$ cat config.mk
export PLATFORM = sky130hd
export DESIGN_NAME = countdown_ctrl_flat
export DESIGN_NICKNAME = d
export VERILOG_FILES = /design/src/rtl/countdown_ctrl_if.sv /design/src/rtl/countdown_ctrl.sv /design/src/flat_wrapper.sv
export SDC_FILE = /design/constraint.sdc
export NUM_CORES = 1
export LEC_CHECK = 0
export CAP_MARGIN = 20
export CORE_ASPECT_RATIO = 0.75
export CORE_UTILIZATION = 43
export CTS_CLUSTER_SIZE = 28
export DETAILED_ROUTE_END_ITERATION = 6
export HOLD_SLACK_MARGIN = 0.05
export PLACE_DENSITY = 0.76
export SYNTH_ARGS = -nofsm -noshare
export SYNTH_HDL_FRONTEND = slang
export SYNTH_SLANG_ARGS = --single-unit
$ cat constraint.sdc
create_clock -name clk -period 1.78 [get_ports clk]
set_input_delay 0.267 -clock clk [delete_from_list [all_inputs] [get_ports clk]]
set_output_delay 0.267 -clock clk [all_outputs]
set_load 0.1 [all_outputs]
$ cat src/rtl/countdown_ctrl_if.sv
// Signal bundle between the countdown controller, the system sequencer
// and the 4-bit loadable down counter.
//
// Handshake: start is a request level that is accepted at a rising edge only
// while the controller is IDLE (busy=0) and abort=0. There is no separate
// ready; busy=0 is the ready indication. load_val must be valid at that edge.
// Once accepted, busy stays high until the edge after the done pulse, or
// until an abort.
interface countdown_ctrl_if #(
  parameter int WIDTH = 4
);
  // Sequencer side
  logic             start;
  logic [WIDTH-1:0] load_val;
  logic             pause;
  logic             abort;
  logic             busy;
  logic             done;
  logic [WIDTH-1:0] dec_cnt;
  // Counter side
  logic             cnt_zero;
  logic [WIDTH-1:0] cnt_in;
  logic             cnt_latch;
  logic             cnt_dec;
  // Debug view of the controller FSM (0=IDLE 1=LOAD 2=RUN 3=DONE)
  logic [1:0]       dbg_state;

  // Controller side
  modport master (
    input  start, load_val, pause, abort, cnt_zero,
    output busy, done, dec_cnt, cnt_in, cnt_latch, cnt_dec, dbg_state
  );

  // Environment side (sequencer plus counter)
  modport slave (
    output start, load_val, pause, abort, cnt_zero,
    input  busy, done, dec_cnt, cnt_in, cnt_latch, cnt_dec, dbg_state
  );
endinterface

$ cat src/rtl/countdown_ctrl.sv
// Countdown controller: loads an external down counter, then issues paced
// decrement pulses until the counter reports zero, and ends with a one-cycle
// done pulse. Supports pause (freezes pacing) and abort (back to IDLE).
module countdown_ctrl #(
  parameter int WIDTH    = 4,
  parameter int PRESCALE = 1
) (
  input  logic             clk,
  input  logic             rst_n,
  countdown_ctrl_if.master bus
);

  typedef enum logic [1:0] {
    S_IDLE = 2'd0,
    S_LOAD = 2'd1,
    S_RUN  = 2'd2,
    S_DONE = 2'd3
  } state_t;

  // Last prescaler value of a pacing period; a dec is issued there.
  localparam logic [7:0] LP_LAST = 8'(PRESCALE - 1);

  state_t           r_state;
  state_t           w_next_state;
  logic [7:0]       r_presc;
  logic [WIDTH-1:0] r_cnt_in;
  logic [WIDTH-1:0] r_dec_cnt;
  logic             w_start_ok;
  logic             w_latch;
  logic             w_dec;
  logic             w_busy;
  logic             w_done;
  logic             w_presc_step;

  // A start is taken only from IDLE and never in the same edge as an abort.
  assign w_start_ok = (r_state == S_IDLE) && bus.start && !bus.abort;

  // Prescaler advances only in live RUN cycles: not paused, not finishing,
  // not aborting.
  assign w_presc_step = (r_state == S_RUN) && !bus.cnt_zero && !bus.pause && !bus.abort;

  // State register.
  always_ff @(posedge clk or negedge rst_n) begin
    if (!rst_n) begin
      r_state <= S_IDLE;
    end else begin
      r_state <= w_next_state;
    end
  end

  // Next-state logic and state-decoded outputs; abort outranks everything.
  always_comb begin
    w_next_state = r_state;
    w_latch      = 1'b0;
    w_dec        = 1'b0;
    w_busy       = 1'b1;
    w_done       = 1'b0;
    case (r_state)
      S_IDLE: begin
        w_busy = 1'b0;
        if (w_start_ok) begin
          w_next_state = S_LOAD;
        end
      end
      S_LOAD: begin
        // Latch asserts for this whole cycle even if abort is raised; the
        // counter keeps the loaded value in that case.
        w_latch = 1'b1;
        if (bus.abort) begin
          w_next_state = S_IDLE;
        end else begin
          w_next_state = S_RUN;
        end
      end
      S_RUN: begin
        // cnt_zero depends only on the counter register, so feeding it back
        // into dec combinationally does not form a loop.
        w_dec = (r_presc == LP_LAST) && !bus.pause && !bus.cnt_zero && !bus.abort;
        if (bus.abort) begin
          w_next_state = S_IDLE;
        end else if (bus.cnt_zero) begin
          w_next_state = S_DONE;
        end
      end
      S_DONE: begin
        w_done       = 1'b1;
        w_next_state = S_IDLE;
      end
      default: begin
        w_next_state = S_IDLE;
      end
    endcase
  end

  // Load value capture: cnt_in holds until the next accepted start.
  always_ff @(posedge clk or negedge rst_n) begin
    if (!rst_n) begin
      r_cnt_in <= '0;
    end else if (w_start_ok) begin
      r_cnt_in <= bus.load_val;
    end
  end

  // Prescaler: cleared on start, wraps at PRESCALE-1, holds while paused.
  always_ff @(posedge clk or negedge rst_n) begin
    if (!rst_n) begin
      r_presc <= 8'd0;
    end else if (w_start_ok) begin
      r_presc <= 8'd0;
    end else if (w_presc_step) begin
      if (r_presc == LP_LAST) begin
        r_presc <= 8'd0;
      end else begin
        r_presc <= r_presc + 8'd1;
      end
    end
  end

  // Decrement tally for the current or most recent run; saturates at all-ones.
  always_ff @(posedge clk or negedge rst_n) begin
    if (!rst_n) begin
      r_dec_cnt <= '0;
    end else if (w_start_ok) begin
      r_dec_cnt <= '0;
    end else if (w_dec && (r_dec_cnt != {WIDTH{1'b1}})) begin
      r_dec_cnt <= r_dec_cnt + 1'b1;
    end
  end

  assign bus.cnt_in    = r_cnt_in;
  assign bus.cnt_latch = w_latch;
  assign bus.cnt_dec   = w_dec;
  assign bus.busy      = w_busy;
  assign bus.done      = w_done;
  assign bus.dec_cnt   = r_dec_cnt;
  assign bus.dbg_state = r_state;

endmodule

$ cat src/flat_wrapper.sv
// flat-port wrapper written by rule: the top's interface ports become plain ports
module countdown_ctrl_flat 
#(
  parameter int WIDTH    = 4,
  parameter int PRESCALE = 1
)
  (clk, rst_n, bus_start, bus_load_val, bus_pause, bus_abort, bus_cnt_zero, bus_busy, bus_done, bus_dec_cnt, bus_cnt_in, bus_cnt_latch, bus_cnt_dec, bus_dbg_state);
  countdown_ctrl_if #(.WIDTH(WIDTH)) bus_i ();
  input  logic clk;
  input  logic rst_n;
  input wire logic [$bits(bus_i.start)-1:0] bus_start;
  input wire logic [$bits(bus_i.load_val)-1:0] bus_load_val;
  input wire logic [$bits(bus_i.pause)-1:0] bus_pause;
  input wire logic [$bits(bus_i.abort)-1:0] bus_abort;
  input wire logic [$bits(bus_i.cnt_zero)-1:0] bus_cnt_zero;
  output wire logic [$bits(bus_i.busy)-1:0] bus_busy;
  output wire logic [$bits(bus_i.done)-1:0] bus_done;
  output wire logic [$bits(bus_i.dec_cnt)-1:0] bus_dec_cnt;
  output wire logic [$bits(bus_i.cnt_in)-1:0] bus_cnt_in;
  output wire logic [$bits(bus_i.cnt_latch)-1:0] bus_cnt_latch;
  output wire logic [$bits(bus_i.cnt_dec)-1:0] bus_cnt_dec;
  output wire logic [$bits(bus_i.dbg_state)-1:0] bus_dbg_state;
  assign bus_i.start = bus_start;
  assign bus_i.load_val = bus_load_val;
  assign bus_i.pause = bus_pause;
  assign bus_i.abort = bus_abort;
  assign bus_i.cnt_zero = bus_cnt_zero;
  assign bus_busy = bus_i.busy;
  assign bus_done = bus_i.done;
  assign bus_dec_cnt = bus_i.dec_cnt;
  assign bus_cnt_in = bus_i.cnt_in;
  assign bus_cnt_latch = bus_i.cnt_latch;
  assign bus_cnt_dec = bus_i.cnt_dec;
  assign bus_dbg_state = bus_i.dbg_state;
  countdown_ctrl #(.WIDTH(WIDTH), .PRESCALE(PRESCALE)) u_core (.clk(clk), .rst_n(rst_n), .bus(bus_i));
endmodule
==> metrics.txt, run 1 <==
status complete, but fails checks; failing checks negative setup slack; Worst Hold Slack 289.4 ps; met1 routing resource usage after global routing 29.09%; nets@finish 158; site row count 14; DRC viols 0; maximum clock path buffer count 2; Peak supply drop 0.6336 mV; headroom to the max-slew limit 74.78%; leakage power 0.7316 nW; Hold Vio Cnt, Final 0; number of maximum-capacitance violations 0; Synth Net Count 114; Area Growth Syn to Fin 61.27%; slowest stage delay, CP 470 ps; met2 track demand over resource 40.48%; maximum number of pins on one net before global-route repair 19; Comb power frac 41.6%; first-pass GRT wire length 4.360 mm; worst reg2reg startpoint u_core.r_presc[1]$_DFFE_PN0P_; # hold bufs at CTS 0; number of antenna violations at the first check in global routing 0; vias post-DR 940; CP Max Fanout 2; global placer's final weighted congestion 0.8562; sort of element at the end of the critical path output port; number of buffer and inverter instances along the worst setup path 3; Slew Limit Fails 0; f_max 458.3 MHz; relative contribution of the clock network to total power 20.1%; Detailed Route Iter0 Violations 22; data arrival time of the critical path 1910 ps; critical path cell sequence inv_1 > ha_2 > or4b_4 > nand4b_4 > clkinvlp_4 > buf_12; cell internal pwr 0.0007179 W; Die W 56.73 um; final critical-path required period 2182 ps; switching fraction of total power 42.03%; Initial Util 46.73%; termination of the worst setup path bus_cnt_dec; global-route met3 utilization 7.927%; worst clock skew 4.192 ps; average instance area after synthesis 9.564 sq um; number of synthesized register bits 18; number of cell instances on the worst register-to-register path 8; worst reg-to-reg setup slack -360 ps; power density over cell area 795.1 nW/um^2; cell with the largest stage delay on the worst path sky130_fd_sc_hd__or4b_4; Die Ht 43.05 um; TritonCTS clock tree done; cell class contributing the biggest share of worst-path delay simple AND/OR/NAND/NOR gates; fin crit share 122.6%; combined area of the multi-input logic cells 556.8 sq um; total gr overflow 0; # port buffers 23; area taken by flip-flops and latches 460.4 sq um; GRT Max-Usage Layer met2; post-route antenna net violation count 0; crit start category flop; crit path launch u_core.r_presc[1]$_DFFE_PN0P_; Post-Syn Area 965.9 sq um; synth warn 0; number of detailed-route iterations in the first pass 4; reg-to-reg endpoint u_core.bus.dec_cnt[0]$_DFFE_PN0P_; clock slew at the register clock pins of the worst setup and hold paths 100 ps; Top Ports 24; Core Box Area 2067 sq um; fraction of layout cells with a size suffix above 1 36.81%; total CTS buffers 3; # H-tree levels 1; number of fill cells 131; Hold Path Class input pin to asynchronous set/reset pin; Critical Path Stages 6; Syn Inst Count 101; transition time at the pin with the least slew margin 373.2 ps; Sw Pwr 0.0005206 W; part of the total power dissipated in sequential elements 38.3%; die outline area 2442 sq um; routed length per placed instance 16.12 um; RSZ-0062 raised after global routing yes; ANT cells 0; source-to-sink clock delay at the later pin of the worst-skew pair 290 ps; clk sinks 18; setup slack after layout -401.9 ps; via-per-instance ratio 5.595; placed wire-length estimate 1.830 mm; setup-violating endpoint count in the final report 11; Total GRT Usage 23.99%; wire length after detailed routing 2.708 mm; via count of the first global-routing pass 978; required time of the worst setup path 1510 ps; CTS Root Cell sky130_fd_sc_hd__clkbuf_4; post-synth cell types 31; final core utilization 75.36%; path type of the worst setup path flop to output port; part of the Yosys area used for sequential elements 46.63%
[worst min path at each step]
stage | from | end | slack (ps) | cells after the start
floorplan | rst_n | u_core.bus.cnt_in[0]$_DFFE_PN0N_ | -30 | 0
global placement | u_core.bus.cnt_in[1]$_DFFE_PN0N_ | u_core.bus.cnt_in[1]$_DFFE_PN0N_ | 460 | 2
detailed placement | u_core.bus.cnt_in[0]$_DFFE_PN0N_ | u_core.bus.cnt_in[0]$_DFFE_PN0N_ | 460 | 2
CTS | rst_n | u_core.bus.dec_cnt[3]$_DFFE_PN0P_ | 290 | 2
global route | rst_n | u_core.bus.dbg_state[0]$_DFFE_PN0P_ | 290 | 2
finish | rst_n | u_core.bus.dbg_state[1]$_DFFE_PN0P_ | 290 | 2
[cell families after synthesis]
logic type | Yosys count | share of synthesized area (%)
compound gates | 19 | 12.31
simple gates | 51 | 30.70
fa+ha+maj | 3 | 3.886
buf+inv | 5 | 1.943
flops | 18 | 46.63
xor+xnor | 5 | 4.533
[routing by layer]
layer	wire length [um]	vias up
met2	1379	40
met1	1096	445
met4	33	0
li1	-	449
met3	199	6
met5	0	-
[timing repair]
action                     in CTS  in global routing
buffers inserted                4                  4
gates resized for setup         8                  5
setup endpoints to repair       5                 11
pin swaps                       0                  3
hold endpoints to repair        0                  0
[sequential cells by signal (all words and copies together) (netlist names)]
register,cells
u_core.bus.cnt_in,4
u_core.bus.dbg_state,2
u_core.bus.dec_cnt,4
u_core.r_presc,8
[through the flow]
stage	worst slack, ps	instances	setup TNS [ps]	power [W]	cell area (sq um)
after floorplan	-318.1	101	-804.8	0.0008083	993.5
after global placement	-36.38	158	-106.5	0.0009771	1426
after detailed placement	-237.7	158	-627.2	0.0009860	1426
after CTS	-367.4	166	-1354	0.001237	1529
after global routing	-476.2	168	-3296	0.001286	1558
final	-401.9	168	-2497	0.001239	1558
[cell type report]
cell class / instances / area share, %
Timing Repair Buffer: 41 / 29.48
Inverter: 3 / 0.9639
Multi-Input combinational cell: 78 / 35.74
Clock buffer: 4 / 2.329
Sequential cell: 18 / 29.56
Tap cell: 24 / 1.928
[synth_stat cells]
cell,count,area (sq um)
sky130_fd_sc_hd__a21oi_1,7,35.03
sky130_fd_sc_hd__and2_1,3,18.77
sky130_fd_sc_hd__and3_1,2,12.51
sky130_fd_sc_hd__and4_1,1,8.760
sky130_fd_sc_hd__and4b_1,1,10.01
sky130_fd_sc_hd__clkbuf_1,2,7.510
sky130_fd_sc_hd__dfrtp_1,18,450.4
sky130_fd_sc_hd__ha_1,3,37.54
sky130_fd_sc_hd__inv_1,3,11.26
sky130_fd_sc_hd__nand2_1,17,63.81
sky130_fd_sc_hd__nand3_1,1,5.000
sky130_fd_sc_hd__nand3b_1,1,7.510
sky130_fd_sc_hd__nand4_1,2,12.51
sky130_fd_sc_hd__nand4b_4,1,23.77
sky130_fd_sc_hd__nor2_1,8,30.03
sky130_fd_sc_hd__nor2b_1,2,12.51
sky130_fd_sc_hd__nor3_1,2,10.01
sky130_fd_sc_hd__nor3b_1,1,7.510
sky130_fd_sc_hd__nor3b_2,1,12.51
sky130_fd_sc_hd__nor4bb_1,1,10.01
sky130_fd_sc_hd__o2111ai_1,3,26.28
sky130_fd_sc_hd__o211ai_1,1,7.510
sky130_fd_sc_hd__o21a_1,1,7.510
sky130_fd_sc_hd__o21ai_0,5,25.02
sky130_fd_sc_hd__o311ai_0,1,8.760
sky130_fd_sc_hd__o41ai_1,1,8.760
sky130_fd_sc_hd__or2_2,1,6.260
sky130_fd_sc_hd__or3_1,5,31.28
sky130_fd_sc_hd__or4b_4,1,13.76
sky130_fd_sc_hd__xnor2_1,1,8.760
sky130_fd_sc_hd__xor2_1,4,35.03
[placed cells by master (no fill, tap or decap), types with 4 or more instances in the layout]
cell type,n
sky130_fd_sc_hd__nor2_1,8
sky130_fd_sc_hd__or3_1,5
sky130_fd_sc_hd__clkdlybuf4s50_1,9
sky130_fd_sc_hd__buf_12,10
sky130_fd_sc_hd__buf_4,21
sky130_fd_sc_hd__xor2_1,4
sky130_fd_sc_hd__dfrtp_1,14
sky130_fd_sc_hd__nand2_1,16
sky130_fd_sc_hd__o21ai_0,4
sky130_fd_sc_hd__a21oi_1,5
[power by group through the flow]
stage	sequential [W]	clock [W]	combinational (W)
6_report	0.000474	0.000249	0.000515
5_1_grt	0.000477	0.000275	0.000534
4_1_cts	0.000473	0.000252	0.000511
3_5_place_dp	0.000482	0	0.000504
3_3_place_gp	0.000478	0	0.000499
2_1_floorplan	0.000684	0	0.000124
(Power assumes the default switching activity.)
==> inputs of run 2 (changes only) <==
--- a/config.mk
+++ b/config.mk
@@ -5,13 +5,14 @@
 export SDC_FILE = /design/constraint.sdc
 export NUM_CORES = 1
 export LEC_CHECK = 0
-export CAP_MARGIN = 20
+export CAP_MARGIN = 0
 export CORE_ASPECT_RATIO = 0.75
+export CORE_MARGIN = 3
 export CORE_UTILIZATION = 43
 export CTS_CLUSTER_SIZE = 28
 export DETAILED_ROUTE_END_ITERATION = 6
 export HOLD_SLACK_MARGIN = 0.05
-export PLACE_DENSITY = 0.76
+export PLACE_DENSITY = 0.77
 export SYNTH_ARGS = -nofsm -noshare
 export SYNTH_HDL_FRONTEND = slang
 export SYNTH_SLANG_ARGS = --single-unit
==> run 2 against run 1 <==
Against the previous run:
- the run still ends with negative setup slack left
- largest power group unchanged
- cell count increased by 3.0%
- clock power about the same
- sequential power decreased by 1%
- non-clock buffer count increased by 5
- combinational power increased by 4.7%
- register-to-register slack improved by 50 ps
- sequential share of layout area decreased by 0.76 points
- maximum frequency increased by 3.3%
- clock-buffer cell count unchanged
- setup slack improved by 70 ps
- global-route usage decreased by 1.3 points
- power increased by 1.7%
==> metrics.txt, run 2 (synthesized netlist as in run 1, its figures left out) <==
reg-to-reg endpoint u_core.bus.dec_cnt[0]$_DFFE_PN0P_; Sw Pwr 0.0005317 W (+2.1%); worst clock skew 2.218 ps (-1.974 ps); global placer's final weighted congestion 0.8466 (-1.1%); failing checks negative setup slack; Hold Path Class input pin to asynchronous set/reset pin; Core Box Area 2067 sq um (unchanged); number of fill cells 135 (+3.1%); site row count 14 (unchanged); routed length per placed instance 18.35 um (+14%); worst reg2reg startpoint u_core.r_presc[0]$_DFFE_PN0P_; final critical-path required period 2112 ps (-70.21 ps); Layout Cells excl Fill 173 (+3.0%); flip-flop count of the largest register after layout 8 (unchanged); cell internal pwr 0.0007275 W (+1.3%); maximum number of pins on one net before global-route repair 19 (unchanged); placed wire-length estimate 2.104 mm (+15%); Total GRT Usage 22.66% (-1.3 points); headroom to the max-slew limit 76.98% (+2.2 points); Slew Limit Fails 0 (unchanged); sort of element at the end of the critical path output port; # H-tree levels 1 (unchanged); vias post-DR 1,037 (+10%); f_max 473.6 MHz (+3.3%); via-per-instance ratio 5.994 (+7.1%); fraction of layout cells with a size suffix above 1 38.26% (+1.4 points); number of cell instances on the worst register-to-register path 8 (unchanged); Top Ports 24 (unchanged); wire length after detailed routing 3.174 mm (+17%); number of maximum-capacitance violations 0 (unchanged); Peak supply drop 0.7916 mV (+25%); termination of the worst setup path bus_cnt_dec; first-pass GRT wire length 4.650 mm (+6.7%); number of detailed-route iterations in the first pass 4 (unchanged); largest register by flop count u_core.r_presc; transition time at the pin with the least slew margin 342.6 ps (-30.55 ps); required time of the worst setup path 1510 ps (about the same); nets@finish 163 (+3.2%); status complete, but fails checks; source-to-sink clock delay at the later pin of the worst-skew pair 290 ps (about the same); combined area of the multi-input logic cells 560.5 sq um (+0.67%); post-route antenna net violation count 0 (unchanged); cell with the largest stage delay on the worst path sky130_fd_sc_hd__or4b_4; worst reg-to-reg setup slack -310 ps (+50 ps); # hold bufs at CTS 0 (unchanged); Initial Util 46.73% (unchanged); ANT cells 0 (unchanged); commonest cells after routing, fill and taps aside sky130_fd_sc_hd__buf_4, sky130_fd_sc_hd__nand2_1, sky130_fd_sc_hd__dfrtp_1; CP Max Fanout 2 (unchanged); Die Ht 47.05 um (+9.3%); total gr overflow 0 (unchanged); slowest stage delay, CP 460 ps (about the same); # port buffers 23 (unchanged); crit start category flop; final core utilization 77.36% (+2.0 points); setup-violating endpoint count in the final report 7 (-4); number of instances in the placed design 163 (+3.2%); fin crit share 118.6% (-3.9 points); data arrival time of the critical path 1840 ps (-70 ps); relative contribution of the clock network to total power 20.0% (about the same); number of antenna violations at the first check in global routing 0 (unchanged); TritonCTS clock tree done; path type of the worst setup path flop to output port; die outline area 2857 sq um (+17%); Area Growth Syn to Fin 65.54%; RSZ-0062 raised after global routing yes; via count of the first global-routing pass 1,015 (+3.8%); area taken by flip-flops and latches 460.4 sq um (unchanged); DRC viols 0 (unchanged); most common cell after layout, fill and taps aside sky130_fd_sc_hd__buf_4; clk sinks 18 (unchanged); crit path launch u_core.r_presc[0]$_DFFE_PN0P_; setup slack after layout -331.6 ps (+70.21 ps); Hold Vio Cnt, Final 0 (unchanged); clock slew at the register clock pins of the worst setup and hold paths 100 ps (about the same); leakage power 0.7601 nW (+3.9%); Critical Path Stages 6 (unchanged); critical path cell sequence inv_1 > ha_1 > or4b_4 > nand4b_4 > clkinvlp_4 > buf_12; CTS Root Cell sky130_fd_sc_hd__clkbuf_4; Comb power frac 42.8% (+1.2 points); switching fraction of total power 42.23% (+0.19 points); Detailed Route Iter0 Violations 57 (+160%); total CTS buffers 3 (unchanged); part of the total power dissipated in sequential elements 37.2% (-1.1 points); maximum clock path buffer count 2 (unchanged); Die W 60.73 um (+7.1%); number of buffer and inverter instances along the worst setup path 3 (unchanged); cell class contributing the biggest share of worst-path delay simple AND/OR/NAND/NOR gates; power density over cell area 787.5 nW/um^2 (-0.95%)
run 2: repair_timing:
action                     4_1_cts  5_1_grt
resized for setup                3        9
pin swaps                        0        1
setup endpoints to repair        4       11
buffers inserted                 3        3
run 2: worst min path at each step:
| stage | from | endpoint | slack (ps) |
|---|---|---|---|
| finish | rst_n | u_core.r_presc[6]$_DFFE_PN0P_ | 300 |
| floorplan | rst_n | u_core.bus.cnt_in[0]$_DFFE_PN0N_ | -30 |
| detailed placement | u_core.bus.cnt_in[1]$_DFFE_PN0N_ | u_core.bus.cnt_in[1]$_DFFE_PN0N_ | 470 |
| CTS | rst_n | u_core.r_presc[2]$_DFFE_PN0P_ | 300 |
| global placement | u_core.bus.cnt_in[0]$_DFFE_PN0N_ | u_core.bus.cnt_in[0]$_DFFE_PN0N_ | 460 |
| global route | rst_n | u_core.r_presc[6]$_DFFE_PN0P_ | 300 |
run 2: routing by layer:
metal / up-vias / share of wire [%] / GRT usage (%) / routed length (um)
met4: 0 / 2.4 / 7.359 / 76
met2: 66 / 48 / 37.10 / 1522
met3: 10 / 11 / 7.143 / 345
li1: 461 / - / - / -
met5: - / 0 / 0 / 0
met1: 500 / 39 / 28.81 / 1230
run 2: area by class of cell:
| type | count | area share [%] |
|---|---|---|
| well taps | 24 | 1.878 |
| multi-input cells | 78 | 35.05 |
| repair buffers | 46 | 31.06 |
| clock buffers | 4 | 2.269 |
| flip-flops and latches | 18 | 28.80 |
| inverters | 3 | 0.9390 |
run 2: metrics by stage:
step	worst slack [ps]	area [sq um]	setup TNS [ps]	power [W]	hold WS, ps
2_1_floorplan	-318.1	993.5	-804.8	0.0008083	-28.59
5_1_grt	-404.0	1599	-1927	0.001302	303.9
3_5_place_dp	-107.1	1464	-329.3	0.0009983	473.4
6_report	-331.6	1599	-1176	0.001259	296.7
4_1_cts	-313.9	1534	-657.1	0.001254	297.4
3_3_place_gp	-39.13	1464	-65.72	0.0009895	460.7
run 2: power by group through the flow:
stage	logic [W]	clock network [W]	registers [W]
after floorplan	0.000124	0	0.000684
after detailed placement	0.000524	0	0.000474
final	0.000539	0.000251	0.000469
after global routing	0.000556	0.000273	0.000472
after CTS	0.000528	0.000259	0.000467
after global placement	0.000517	0	0.000472
==> inputs of run 3 (changes only) <==
--- a/config.mk
+++ b/config.mk
@@ -16,3 +16,4 @@
 export SYNTH_ARGS = -nofsm -noshare
 export SYNTH_HDL_FRONTEND = slang
 export SYNTH_SLANG_ARGS = --single-unit
+export TNS_END_PERCENT = 10
==> run 3 against run 2 <==
Against the previous run:
- the run still ends with negative setup slack left
- non-clock buffer count is 2 lower
- via count decreased by 8.4%
- flip-flop and latch count unchanged
- setup slack worse by 20 ps
- maximum frequency down 0.95%
==> metrics.txt, run 3 (synthesized netlist as in run 1, its figures left out) <==
Peak supply drop 0.6739 mV (-15%); CP Max Fanout 2 (unchanged); crit start category flop; status complete, but fails checks; # hold bufs at CTS 0 (unchanged); leakage power 0.7439 nW (-2.1%); failing checks negative setup slack; global placer's final weighted congestion 0.8804 (+4.0%); RSZ-0062 raised after global routing yes; commonest cells after routing, fill and taps aside sky130_fd_sc_hd__buf_4, sky130_fd_sc_hd__nand2_1, sky130_fd_sc_hd__dfrtp_1; Total GRT Usage 21.53% (-1.1 points); cell class contributing the biggest share of worst-path delay simple AND/OR/NAND/NOR gates; Initial Util 46.73% (unchanged); final critical-path required period 2132 ps (+20.32 ps); f_max 469.1 MHz (-0.95%); die outline area 2857 sq um (unchanged); total gr overflow 0 (unchanged); number of fill cells 142 (+5.2%); source-to-sink clock delay at the later pin of the worst-skew pair 320 ps (+30 ps); # port buffers 23 (unchanged); area taken by flip-flops and latches 457.9 sq um (-0.54%); number of buffer and inverter instances along the worst setup path 3 (unchanged); Place WS -138.3 ps (-31.19 ps); DRC viols 0 (unchanged); vias post-DR 950 (-8.4%); number of antenna violations at the first check in global routing 0 (unchanged); via-per-instance ratio 5.556 (-7.3%); TritonCTS clock tree done; number of detailed-route iterations in the first pass 4 (unchanged); Core Box Area 2067 sq um (unchanged); transition time at the pin with the least slew margin 384.7 ps (+42.06 ps); headroom to the max-slew limit 74.26% (-2.7 points); Detailed Route Iter0 Violations 35 (-39%); maximum clock path buffer count 2 (unchanged); post-route antenna net violation count 0 (unchanged); final core utilization 75.18% (-2.2 points); most common cell after layout, fill and taps aside sky130_fd_sc_hd__buf_4; Area Growth Syn to Fin 60.88%; Hold Path Class input pin to asynchronous set/reset pin; Total Power Consumption 0.001255 W (-0.35%); fin crit share 119.8% (+1.1 points); setup-violating endpoint count in the final report 11 (+4); Hold Vio Cnt, Final 0 (unchanged); site row count 14 (unchanged); required time of the worst setup path 1510 ps (about the same); slowest stage delay, CP 470 ps (about the same); Die W 60.73 um (unchanged); sort of element at the end of the critical path output port; number of maximum-capacitance violations 0 (unchanged); CTS Root Cell sky130_fd_sc_hd__clkbuf_4; cell with the largest stage delay on the worst path sky130_fd_sc_hd__or4b_4; flip-flop count of the largest register after layout 8 (unchanged); path type of the worst setup path flop to output port; fraction of layout cells with a size suffix above 1 34.01% (-4.2 points); largest register by flop count u_core.r_presc; Top Ports 24 (unchanged); total CTS buffers 3 (unchanged); clock slew at the register clock pins of the worst setup and hold paths 120 ps (+20 ps); combined area of the multi-input logic cells 536.8 sq um (-4.2%); setup slack after layout -352.0 ps (-20.32 ps); clk sinks 18 (unchanged); wire length after detailed routing 2.801 mm (-12%); critical path cell sequence inv_1 > ha_1 > or4b_4 > nand4b_4 > clkinvlp_4 > buf_12; routed length per placed instance 16.38 um (-11%); nets@finish 161 (-1.2%); data arrival time of the critical path 1860 ps (+20 ps); via count of the first global-routing pass 934 (-8.0%); ANT cells 0 (unchanged); Slew Limit Fails 0 (unchanged); first-pass GRT wire length 4.402 mm (-5.3%); placed wire-length estimate 1.994 mm (-5.2%); maximum number of pins on one net before global-route repair 19 (unchanged); Die Ht 47.05 um (unchanged); worst clock skew 21.01 ps (+18.79 ps); Worst Hold Slack 261.3 ps (-35.36 ps); power density over cell area 807.5 nW/um^2 (+2.5%); # H-tree levels 1 (unchanged)
run 3: changes by cell type in the layout (fill, tap and decap cells not counted), sizes merged:
| cell | delta |
|---|---|
| buf | -2 |
run 3: final timing paths:
path	startpoint	end	slack (ps)	cells after the start
max	u_core.r_presc[1]$_DFFE_PN0P_	bus_cnt_dec	-350	6
min	rst_n	u_core.bus.dbg_state[0]$_DFFE_PN0P_	260	2
max reg2reg	u_core.r_presc[1]$_DFFE_PN0P_	u_core.bus.dec_cnt[0]$_DFFE_PN0P_	-200	7
min reg2reg	u_core.bus.cnt_in[3]$_DFFE_PN0N_	u_core.bus.cnt_in[3]$_DFFE_PN0N_	490	2
max in group asynchronous	rst_n	u_core.bus.dbg_state[1]$_DFFE_PN0P_	1270	2
min in group clk	bus_load_val[3]	u_core.bus.cnt_in[3]$_DFFE_PN0N_	490	3
run 3: area by class of cell:
cell class | count | share of cell area, %
flip-flops and latches | 18 | 29.47
clock buffers | 4 | 2.335
repair buffers | 44 | 30.76
well taps | 24 | 1.932
multi-input cells | 78 | 34.54
inverters | 3 | 0.9662
run 3: report_power, final:
part	internal, W	switching [W]
registers	0.000441	0.0000319
logic	0.000152	0.000363
clock network	0.000125	0.000142
run 3: timing repair:
action	CTS	global route
resized for setup	5	2
setup buffers	2	2
setup endpoints to repair	5	11
run 3: routing by layer:
| metal | wire length, um | GRT usage [%] | vias up |
|---|---|---|---|
| li1 | - | - | 457 |
| met1 | 1257 | 28.28 | 445 |
| met2 | 1304 | 32.84 | 41 |
| met3 | 189 | 6.868 | 7 |
| met4 | 51 | 9.524 | 0 |
| met5 | 0 | 0 | - |
run 3: stage by stage:
step / TNS [ps] / cell area [sq um] / std cells
2_1_floorplan: -876.9 / 985.9 / 101
3_3_place_gp: -116.9 / 1456 / 163
3_5_place_dp: -567.8 / 1456 / 163
4_1_cts: -628.3 / 1523 / 169
5_1_grt: -2421 / 1554 / 171
6_report: -1215 / 1554 / 171
run 3: worst reg2reg max path, stage by stage, from the launching register on:
cell                       delay, ps
sky130_fd_sc_hd__dfrtp_1         390
sky130_fd_sc_hd__inv_1            60
sky130_fd_sc_hd__ha_1            140
sky130_fd_sc_hd__or4b_4          470
sky130_fd_sc_hd__nand4b_4        210
sky130_fd_sc_hd__buf_4           190
sky130_fd_sc_hd__or3_1           340
sky130_fd_sc_hd__a21oi_1         140
